<file path="src/rtl/prog_loader.sv">
// prog_loader: bit-serial program loader that writes the core's instruction memory.
// Two async pins (ser_clk, ser_data) are synchronised. Each rising ser_clk edge
// shifts one bit in, MSB first. Every DATA_W bits one word is written to the next
// instruction-memory address. The core is held in reset for the whole load session.
// Optional feature: define LOADER_CHECKSUM_EN to build the XOR checksum of the
// written words. When it is undefined, checksum is tied to 0.
module prog_loader #(
  parameter int ADDR_W      = 5,
  parameter int DATA_W      = 32,
  parameter int SYNC_STAGES = 2
) (
  input  logic              clk,
  input  logic              rst_n,
  input  logic              load_en,
  input  logic              ser_clk,
  input  logic              ser_data,
  output logic              imem_we,
  output logic [ADDR_W-1:0] imem_addr,
  output logic [DATA_W-1:0] imem_wdata,
  output logic              cpu_rst_n,
  output logic              busy,
  output logic              done,
  output logic              full,
  output logic [ADDR_W:0]   word_cnt,
  output logic [DATA_W-1:0] checksum
);

  localparam int BCNT_W = $clog2(DATA_W + 1);

  typedef enum logic [1:0] {
    S_IDLE  = 2'd0,
    S_SHIFT = 2'd1,
    S_WRITE = 2'd2,
    S_DONE  = 2'd3
  } state_t;

  state_t                 r_state;
  state_t                 w_next;
  logic [SYNC_STAGES-1:0] r_clk_sync;
  logic [SYNC_STAGES-1:0] r_dat_sync;
  logic                   r_clk_prev;
  logic [DATA_W-1:0]      r_shift;
  logic [BCNT_W-1:0]      r_bit_cnt;
  logic [ADDR_W:0]        r_word_cnt;
  logic                   r_full;
  logic                   r_cpu_rst_n;
  logic                   w_rise;
  logic                   w_bit;
  logic                   w_last_bit;
  logic                   w_start;

  assign w_rise     = r_clk_sync[SYNC_STAGES-1] & ~r_clk_prev;
  assign w_bit      = r_dat_sync[SYNC_STAGES-1];
  assign w_last_bit = (r_bit_cnt == BCNT_W'(DATA_W - 1));

  // Synchronise the serial pins and remember the previous synced clock level.
  always_ff @(posedge clk) begin
    // NOTE: the synchroniser and shift register are ordinary flops, not a memory
    // array, so they are cleared on reset like every other piece of state.
    if (!rst_n) begin
      r_clk_sync <= '0;
      r_dat_sync <= '0;
      r_clk_prev <= 1'b0;
    end else begin
      // NOTE: use non-blocking assignments so each flop samples the previous
      // stage's old value. Blocking assignments would collapse the chain.
      r_clk_sync <= {r_clk_sync[SYNC_STAGES-2:0], ser_clk};
      r_dat_sync <= {r_dat_sync[SYNC_STAGES-2:0], ser_data};
      r_clk_prev <= r_clk_sync[SYNC_STAGES-1];
    end
  end

  // FSM state register.
  always_ff @(posedge clk) begin
    if (!rst_n) r_state <= S_IDLE;
    else        r_state <= w_next;
  end

  // Next-state logic and state-decoded outputs.
  always_comb begin
    // NOTE: every output gets a default before the case statement, so no path
    // leaves a signal unassigned and no latch is inferred.
    w_next  = r_state;
    w_start = 1'b0;
    imem_we = 1'b0;
    busy    = 1'b0;
    done    = 1'b0;
    unique case (r_state)
      S_IDLE: begin
        if (load_en) begin
          w_start = 1'b1;
          w_next  = S_SHIFT;
        end
      end
      S_SHIFT: begin
        busy = 1'b1;
        if (!load_en)                           w_next = S_DONE;
        else if (w_rise && w_last_bit && !r_full) w_next = S_WRITE;
      end
      S_WRITE: begin
        busy    = 1'b1;
        imem_we = 1'b1;
        w_next  = load_en ? S_SHIFT : S_DONE;
      end
      S_DONE: begin
        done = 1'b1;
        if (load_en) begin
          w_start = 1'b1;
          w_next  = S_SHIFT;
        end
      end
      default: w_next = S_IDLE;
    endcase
  end

  // Datapath: shift register, bit and word counters, full flag, core reset.
  always_ff @(posedge clk) begin
    if (!rst_n) begin
      r_shift     <= '0;
      r_bit_cnt   <= '0;
      r_word_cnt  <= '0;
      r_full      <= 1'b0;
      r_cpu_rst_n <= 1'b0;
    end else begin
      r_cpu_rst_n <= (w_next == S_IDLE) || (w_next == S_DONE);
      // The shift register keeps shifting in the WRITE cycle. The word is already
      // presented on imem_wdata, so a bit arriving then becomes bit 0 of the next word.
      if (w_rise) r_shift <= {r_shift[DATA_W-2:0], w_bit};
      if (w_start) begin
        r_bit_cnt  <= '0;
        r_word_cnt <= '0;
        r_full     <= 1'b0;
      end else if (r_state == S_SHIFT) begin
        if (w_rise) r_bit_cnt <= w_last_bit ? '0 : r_bit_cnt + BCNT_W'(1);
      end else if (r_state == S_WRITE) begin
        r_bit_cnt  <= w_rise ? BCNT_W'(1) : '0;
        r_word_cnt <= r_word_cnt + (ADDR_W + 1)'(1);
        if (&r_word_cnt[ADDR_W-1:0]) r_full <= 1'b1;
      end
    end
  end

`ifdef LOADER_CHECKSUM_EN
  logic [DATA_W-1:0] r_checksum;

  // Running XOR of every written word. It is cleared at load start and holds otherwise.
  always_ff @(posedge clk) begin
    if (!rst_n)                  r_checksum <= '0;
    else if (w_start)            r_checksum <= '0;
    else if (r_state == S_WRITE) r_checksum <= r_checksum ^ r_shift;
  end

  assign checksum = r_checksum;
`else
  assign checksum = '0;
`endif

  assign imem_addr  = r_word_cnt[ADDR_W-1:0];
  assign imem_wdata = r_shift;
  assign cpu_rst_n  = r_cpu_rst_n;
  assign full       = r_full;
  assign word_cnt   = r_word_cnt;

endmodule
</file>
<file path="config.mk">
export PLATFORM = sky130hd
export DESIGN_NAME = prog_loader
export DESIGN_NICKNAME = d
export VERILOG_FILES = /design/src/rtl/prog_loader.sv
export SDC_FILE = /design/constraint.sdc
export NUM_CORES = 1
export LEC_CHECK = 0
export BUFFER_PORTS_ARGS = -buffer_cell sky130_fd_sc_hd__buf_2
export CORE_ASPECT_RATIO = 1.75
export CORE_MARGIN = 5
export CORE_UTILIZATION = 40
export DETAILED_ROUTE_END_ITERATION = 7
export PLACE_DENSITY = 0.69
export SYNTH_ARGS = -nofsm -noshare
export SYNTH_HDL_FRONTEND = slang
export SYNTH_SLANG_ARGS = --single-unit
</file>
<file path="constraint.sdc">
create_clock -name clk -period 1.4 [get_ports clk]
set_clock_uncertainty 0.05 [all_clocks]
set_input_delay 0.28 -clock clk [delete_from_list [all_inputs] [get_ports clk]]
set_output_delay 0.28 -clock clk [all_outputs]
set_load 0.1 [all_outputs]
</file>
==> impl_metrics.tcl, run 1 <==
set metrics [dict create \
    grt_first_pass_wirelength_um 9340 \
    fmax_ghz 0.602 \
    syn_area_sq_um 2450 \
    cp-endpoint "busy" \
    overflow 0 \
    grtUsageTotal 0.142 \
    clock_power_share 0.233 \
    cts_buffer_depth 2 \
    drtIter0Drc 82 \
    rsz0062_at_grt "yes" \
    gr-max-usage-layer "met2" \
    start_util 0.413 \
    cts_sinks 53 \
    multiInputGateArea_sq_um 1300 \
    crit_type "reg2out" \
    r2r_cells 8 \
    use_met1 0.151 \
    final_nets 365 \
    power_frac_comb 0.424 \
    cts_made_buffers 5 \
    use_met2 0.268 \
    wl_um 5590 \
    grtUsageMet3 0.0388 \
    hp-class "in2reg" \
    drive_above_1_share 0.363 \
    cts_tree "yes" \
    power_mw 4.65 \
    antenna_found_initial 0 \
    p_sw_frac 0.389 \
    clk_latency_ns 0.31 \
    ant_nets 0 \
    synth-edff-count 0 \
    ioPinCount 85 \
    nFillCells 481 \
    synth_ff_type "dfxtp_1" \
    die_width_um 69.1 \
    dr.pass1.iters 4 \
    seqPwrFrac 0.343 \
    ys_warn_count 0 \
    cts_max_level 2 \
    fin_crit_ns 1.66 \
    drv_slew 0 \
    p_leak_nw 1.51 \
    die-area_sq_um 7850 \
    endpoint_kind "output pin" \
    final_core_util 0.650 \
    failed_checks "negative setup slack" \
    r2r-start "r_state[0]" \
    maxCapViolCount 0 \
    synth_area_per_cell_sq_um 8.59 \
    regArea_sq_um 1090 \
    switching_power_mw 1.81 \
    vias 2001 \
    rows 37 \
    r2r_slack_ns -0.24 \
    diodes 0 \
    synthDistinctLibCells 41 \
    finalHoldViolCount 0 \
    finalSetupViolCount 8 \
    ys_seq_elements 53 \
    io_buffers 52 \
    dpl.hpwl_um 4130 \
    post_drt_wl_per_cell_um 12.9 \
    critPathRequiredTime_ns 1.07 \
    final.setup.worst_slack_ns -0.262 \
    crit_path_max_fanout 2 \
    cp.arrival_ns 1.33 \
    coreArea_sq_um 5930 \
    synth_cells 285 \
    async_flop_share 0 \
    post-place-ws_ns -0.277 \
    area_growth_pct 57.3 \
    cts-root-buf "clkbuf_8" \
    grt_max_degree 33 \
    setup_tns_ns -1.10 \
    dieHeight_um 114 \
    yosysSeqAreaShare 0.433 \
    irDropWorstVdd_v 0.000812 \
    grt_pass1_vias 1998 \
    powerDensity_nw_per_um2 1210 \
    critical_path.startpoint_type "flip-flop" \
    status "finished, violations left" \
    finalCritPeriodShare 1.19 \
    clkSlewWorstSetupHoldPaths_ns 0.10 \
    cp-startpoint "r_state[0]" \
    intPower_mw 2.84 \
    gp_congestion 0.791 \
    r2r-end "cpu_rst_n" \
    drc_errors 0 \
    drt-vias-per-instance 4.62 \
]
==> layer usage <==
| metal | up-vias | part of all wire |
|---|---|---|
| li1 | 998 | - |
| met1 | 942 | 0.36 |
| met2 | 52 | 0.57 |
| met3 | 9 | 0.054 |
| met4 | 0 | 0.016 |
| met5 | - | 0 |
==> final cells by class <==
cell class                 instances  area share
multi-input combinational        209       0.338
timing repair buffer              82       0.320
sequential                        53       0.282
tap                               78      0.0253
clock buffer                       5      0.0179
clock inverter                     3      0.0123
inverter                           3     0.00390
==> placed cells by master (no fill, tap or decap), types with 2 or more instances in the layout <==
cell       n
nand2b_1   2
nand2_1   70
nand3_2    2
nand3_1    2
buf_12    48
clkbuf_8   5
xnor2_1    2
nor2_1     8
a21oi_1    5
a31oi_1    2
buf_4     22
o21ai_1    2
inv_6      2
buf_2      4
dfxtp_2    9
buf_6      7
a21boi_1  30
xor2_1     3
or3_1      3
nor2b_1    2
dfxtp_1   40
a21boi_0   2
ha_4       5
and2_1     7
conb_1    32
dfxtp_4    4
mux2i_1    2
==> through the flow <==
| stage | hold slack, ns | cell area, sq um | std cells |
|---|---|---|---|
| 3_3_place_gp | 0.370 | 3550 | 418 |
| 2_1_floorplan | 0.357 | 2630 | 316 |
| 6_report | 0.120 | 3850 | 433 |
| 5_1_grt | 0.103 | 3850 | 433 |
| 3_5_place_dp | 0.373 | 3550 | 418 |
| 4_1_cts | 0.114 | 3800 | 431 |
==> state kept, by name, indices dropped and copies added (netlist names) <==
signal      cells
imem_wdata     32
full            1
r_clk_sync      2
r_dat_sync      2
r_clk_prev      1
r_bit_cnt       6
word_cnt        6
r_state         2
cpu_rst_n       1
==> cell usage after synthesis (2+ instances only) <==
master,instances,area share
nand2_1,72,0.11
dfxtp_1,53,0.43
buf_4,37,0.11
a21boi_1,30,0.092
clkbuf_1,10,0.015
nor2_1,10,0.015
and2_1,7,0.018
ha_1,6,0.031
a21oi_1,5,0.010
nand3_1,4,0.0082
nor2b_1,4,0.010
or3_1,4,0.010
inv_1,3,0.0046
nand2b_1,3,0.0077
o21ai_0,3,0.0061
xor2_1,3,0.011
a21boi_0,2,0.0061
a31oi_1,2,0.0051
buf_1,2,0.0031
buf_2,2,0.0041
mux2i_1,2,0.0082
xnor2_1,2,0.0072
==> kinds of logic after synthesis <==
| family | after synthesis | synth area share |
|---|---|---|
| AO/OA/AOI/OAI | 51 | 0.156 |
| XOR/XNOR | 5 | 0.0179 |
| adder cells (fa/ha/maj) | 6 | 0.0307 |
| buffers and inverters | 54 | 0.141 |
| flip-flops | 53 | 0.433 |
| multiplexers | 2 | 0.00818 |
| other | 1 | 0.00153 |
| AND/OR/NAND/NOR | 113 | 0.212 |
==> worst min path at each step <==
| stage | start | endpoint | cells after the start |
|---|---|---|---|
| 4_1_cts | ser_data | r_dat_sync[0] | 2 |
| 3_3_place_gp | r_dat_sync[0] | r_dat_sync[1] | 1 |
| 6_report | ser_data | r_dat_sync[0] | 2 |
| 2_1_floorplan | ser_clk | r_clk_sync[0] | 1 |
| 3_5_place_dp | r_dat_sync[0] | r_dat_sync[1] | 1 |
| 5_1_grt | ser_clk | r_clk_sync[0] | 2 |
==> power by group through the flow <==
stage	combinational, mW	sequential (mW)	clock [mW]
2_1_floorplan	1.21	1.74	0
3_3_place_gp	1.68	1.63	0
3_5_place_dp	1.70	1.63	0
4_1_cts	1.92	1.60	1.11
5_1_grt	2.08	1.60	1.16
6_report	1.97	1.60	1.09
==> worst max-delay path, stage by stage, from the launching register on <==
cell        delay, ns
dfxtp_2          0.35
inv_2            0.05
ha_4             0.27
clkinvlp_4       0.08
buf_6            0.12
buf_12           0.15
==> repair_timing <==
action / CTS / global route
endpoints found under the setup margin: 15 / 15
pin swaps: 10 / 3
gates resized for setup: 23 / 11
hold buffers: 0 / 0
buffers inserted: 5 / 2
Power figures use the tool's default switching activity.
==> run 2: changes to the inputs <==
Settings changed: BUFFER_PORTS_ARGS -buffer_cell sky130_fd_sc_hd__buf_2 to unset, DONT_BUFFER_PORTS set to 1, PLACE_DENSITY 0.69 to unset.
==> run 2 against run 1 <==
Net effect:
- the flow still finishes with violations (negative setup slack)
- die area unchanged
- fmax up 3.4%
- sequential share of layout area rose by 4.1 points
- utilization fell by 8.1 points
- cell count decreased by 3.2%
- critical path depth fell by 1
- non-clock buffer count down 13
- largest cell class unchanged
==> impl_metrics.tcl, run 2 (synthesis gave the netlist of run 1 again) <==
set metrics [dict create \
    grt_first_pass_wirelength_um 8610 \
    maxCapViolCount 0 \
    cts_sinks 53 \
    cts_max_level 2 \
    area_growth_pct 37.7 \
    wl_um 5270 \
    fin_crit_ns 1.61 \
    vias 1907 \
    rsz0062_at_grt "yes" \
    ioPinCount 85 \
    post_drt_wl_per_cell_um 12.6 \
    finalHoldViolCount 0 \
    layout.cells.non_filler 419 \
    diodes 0 \
    antenna_found_initial 0 \
    drtIter0Drc 37 \
    io_buffers 0 \
    die-area_sq_um 7850 \
    die_width_um 69.1 \
    final_nets 352 \
    postLayoutCellArea_sq_um 3370 \
    endpoint_kind "output pin" \
    drive_above_1_share 0.343 \
    cts_made_buffers 5 \
    dpl.hpwl_um 3750 \
    final_cell_mix "nand2_1 (70), buf_4 (48), dfxtp_1 (41)" \
    grtUsageTotal 0.132 \
    cp.arrival_ns 1.28 \
    rows 37 \
    finalCritPeriodShare 1.15 \
    critical_path.startpoint_type "flip-flop" \
    final_common_cell "nand2_1" \
    fmax_ghz 0.622 \
    final_core_util 0.569 \
    whs_ns 0.0447 \
    crit_type "reg2out" \
    status "finished, violations left" \
    cts-root-buf "clkbuf_8" \
    dr.pass1.iters 4 \
    post-place-cells 406 \
    slowest_delay_ns 0.37 \
    crit_path_max_fanout 3 \
    irDropWorstVdd_v 0.000820 \
    cts_buffer_depth 2 \
    grt_pass1_vias 1813 \
    finalSetupViolCount 11 \
    p_leak_nw 1.37 \
    coreArea_sq_um 5930 \
    post-place-ws_ns -0.235 \
    failed_checks "negative setup slack" \
    drv_slew 0 \
    dieHeight_um 114 \
    placed_cell_area_sq_um 3030 \
    drt-vias-per-instance 4.55 \
    ant_nets 0 \
    clkSlewWorstSetupHoldPaths_ns 0.10 \
    grt_max_degree 42 \
    cts_tree "yes" \
    overflow 0 \
    final.setup.worst_slack_ns -0.207 \
    powerDensity_nw_per_um2 1320 \
    cp_slowest_cell "dfxtp_4" \
    start_util 0.413 \
    cpLargestDelayFamily "flip-flops" \
    largest_register_ffs 32 \
    clk_latency_ns 0.30 \
    drc_errors 0 \
    cp_num_buf_inv 3 \
    hp-class "in2reg" \
    gp_congestion 0.700 \
    critPathRequiredTime_ns 1.07 \
    worstPathCellList "inv_4, ha_4, clkinvlp_4, buf_12" \
]
run 2: cell type report:
class | instances | area, sq um
Tap cell | 78 | 97.6
Clock inverter | 1 | 8.76
Clock buffer | 6 | 93.8
Fill cell | 559 | 2550
Sequential cell | 53 | 1090
Inverter | 3 | 17.5
Timing Repair Buffer | 69 | 732
Multi-Input combinational cell | 209 | 1330
run 2: repair_timing:
item,in CTS,in global routing
hold buffers,0,0
gates resized for setup,27,19
cloned,0,0
buffers inserted,4,3
endpoints found under the setup margin,15,38
pin swaps,15,11
run 2: final timing paths:
path / startpoint / slack (ns) / endpoint / depth (start not counted)
setup / recovery: r_state[0] / -0.21 / busy / 4
hold reg to reg: r_dat_sync[0] / 0.39 / r_dat_sync[1] / 1
hold / removal: rst_n / 0.04 / r_state[0] / 1
setup reg to reg: r_state[0] / -0.20 / cpu_rst_n / 7
run 2: metrics by stage:
stage	TNS, ns	power [mW]
after floorplan	-1.28	2.95
after global placement	-0.562	3.17
after detailed placement	-0.886	3.19
after CTS	-0.815	4.40
after global routing	-1.84	4.64
final	-1.08	4.45
run 2: metal layers:
layer,part of all wire,GRT usage,up-vias
li1,-,-,970
met5,0,0,-
met3,0.060,0.0423,8
met4,0.017,0.0535,0
met2,0.56,0.246,47
met1,0.36,0.136,882
run 2: worst reg2reg max path, cell delays in order (launching register included):
cell	delay [ns]
dfxtp_4	0.37
buf_4	0.14
ha_4	0.19
and3b_1	0.17
a211o_1	0.25
a41oi_2	0.17
mux2i_1	0.10
nor2b_1	0.11
run 2: report_power, final:
part	internal [mW]	total [mW]	switching, mW
sequential	1.56	1.60	0.0432
clock	0.458	0.950	0.492
combinational	0.677	1.89	1.22
total	2.70	4.45	1.75
==> run 3: changes to the inputs <==
Settings changed: GPL_TIMING_DRIVEN set to 0.
==> run 3 against run 2 <==
Net effect:
- the flow still finishes with violations (negative setup slack)
- final area shrank 3.1%
- global-route usage is 0.18 points higher
- setup slack got worse by 0.44 ns
- clock-buffer cell count did not move
- combinational power is 6% lower
- non-clock buffer count fell by 7
- largest power group unchanged
==> impl_metrics.tcl, run 3 (synthesis gave the netlist of run 1 again) <==
set metrics [dict create \
    status "finished, violations left" \
    failed_checks "negative setup slack" \
    min_to "r_dat_sync[0]" \
    r2r_slack_ns -0.64 \
    drtIter0Drc 45 \
    cp_slowest_cell "a211o_1" \
    slowest_delay_ns 0.44 \
    grt_pass1_vias 1813 \
    wl_um 5380 \
    die_width_um 69.1 \
    grt_first_pass_wirelength_um 8630 \
    gp_congestion 0.784 \
    start_util 0.413 \
    cts_buffer_depth 2 \
    nFillCells 552 \
    hp-class "in2reg" \
    critPathRequiredTime_ns 1.60 \
    rows 37 \
    cts_sinks 53 \
    endpoint_kind "flip-flop" \
    dieHeight_um 114 \
    diodes 0 \
    fmax_ghz 0.489 \
    crit_type "reg2reg" \
    r2r_cells 7 \
    powerDensity_nw_per_um2 1320 \
    grt_max_degree 16 \
    hold_depth 1 \
    postLayoutCellArea_sq_um 3270 \
    final_nets 345 \
    slew_headroom 0.380 \
    grtUsageTotal 0.134 \
    finalSetupViolCount 20 \
    die-area_sq_um 7850 \
    final.setup.worst_slack_ns -0.644 \
    finalHoldViolCount 0 \
    multiInputGateArea_sq_um 1360 \
    fin_crit_ns 2.04 \
    coreArea_sq_um 5930 \
    worstPathCellList "inv_4, ha_4, clkinvlp_4, a211o_1, a41oi_2, mux2i_1, nor2b_1" \
    antenna_found_initial 0 \
    drv_slew 0 \
    post_drt_wl_per_cell_um 13.0 \
    cts-root-buf "clkbuf_8" \
    critical_path.startpoint_type "flip-flop" \
    cts_made_buffers 5 \
    crit_path_max_fanout 2 \
    drive_above_1_share 0.436 \
    irDropWorstVdd_v 0.000644 \
    cp.arrival_ns 2.25 \
    area_growth_pct 33.4 \
    setup_tns_ns -2.76 \
    final_cell_mix "nand2_1 (68), buf_4 (39), dfxtp_2 (38)" \
    finalCritPeriodShare 1.46 \
    clk_latency_ns 0.31 \
    drt-vias-per-instance 4.52 \
    r2r-start "r_state[0]" \
    largest_register_ffs 32 \
    hold_path_startpoint "ser_data" \
    drc_errors 0 \
    ant_nets 0 \
    power_mw 4.32 \
    maxCapViolCount 0 \
    p_leak_nw 1.29 \
    overflow 0 \
    cts_max_level 2 \
    dr.pass1.iters 4 \
    final_common_cell "nand2_1" \
    dpl.hpwl_um 3810 \
    post-place-ws_ns -0.705 \
    cts_tree "yes" \
    rsz0062_at_grt "yes" \
    vias 1865 \
    ioPinCount 85 \
    r2r-end "cpu_rst_n" \
    regArea_sq_um 1140 \
    io_buffers 0 \
    cts_hold_buf 0 \
    clkSlewWorstSetupHoldPaths_ns 0.09 \
    placed_cell_area_sq_um 2730 \
    whs_ns 0.0456 \
    worst_slew_pin_slew_ns 0.929 \
]
run 3: cell types whose count changed in the layout (fill, tap and decap cells not counted), sizes merged:
cell and change:
buf -16, clkbuf +9, clkinv +2, inv -1
run 3: worst max path at each step:
stage	endpoint	cells past startpoint	startpoint
after detailed placement	cpu_rst_n	7	r_state[0]
after CTS	cpu_rst_n	7	r_state[0]
after global placement	cpu_rst_n	7	r_state[0]
after global routing	cpu_rst_n	7	r_state[0]
final	cpu_rst_n	7	r_state[0]
after floorplan	cpu_rst_n	7	r_state[0]
run 3: cell type report:
class,instances,area share
plain buffers,50,0.133
inverters,3,0.00613
repair buffers,12,0.0398
flip-flops and latches,53,0.349
multi-input cells,209,0.417
clock inverters,2,0.00307
clock buffers,6,0.0222
well taps,78,0.0299
run 3: per-stage QoR:
stage	utilization	cells
finish	0.551	413
global route	0.551	413
CTS	0.526	409
detailed placement	0.461	394
global placement	0.461	394
floorplan	-	316
run 3: metal layers:
metal,track usage,wire length [um]
met1,0.127,1850
met2,0.247,3000
met3,0.0573,440
met4,0.0613,90
met5,0,0
run 3: critical path, delay by kind of cell, from the launching register on:
family / cells / cell delay, ns
muxes: 1 / 0.10
adders and majority gates: 1 / 0.27
AOI/OAI and AO/OA: 2 / 0.62
buffers and inverters: 2 / 0.46
DFF: 1 / 0.37
and+or+nand+nor: 1 / 0.11
run 3: what timing repair did:
action | CTS | global route
buffers inserted | 8 | 4
gates cloned | 0 | 1
pin swaps | 11 | 7
setup endpoints to repair | 90 | 55
resized for setup | 90 | 30
run 3: report_power, final:
group,leakage [nW],switching (mW),internal [mW],total (mW)
Combinational,0.794,1.14,0.643,1.78
Sequential,0.454,0.162,1.55,1.72
Clock,0.0450,0.476,0.347,0.823
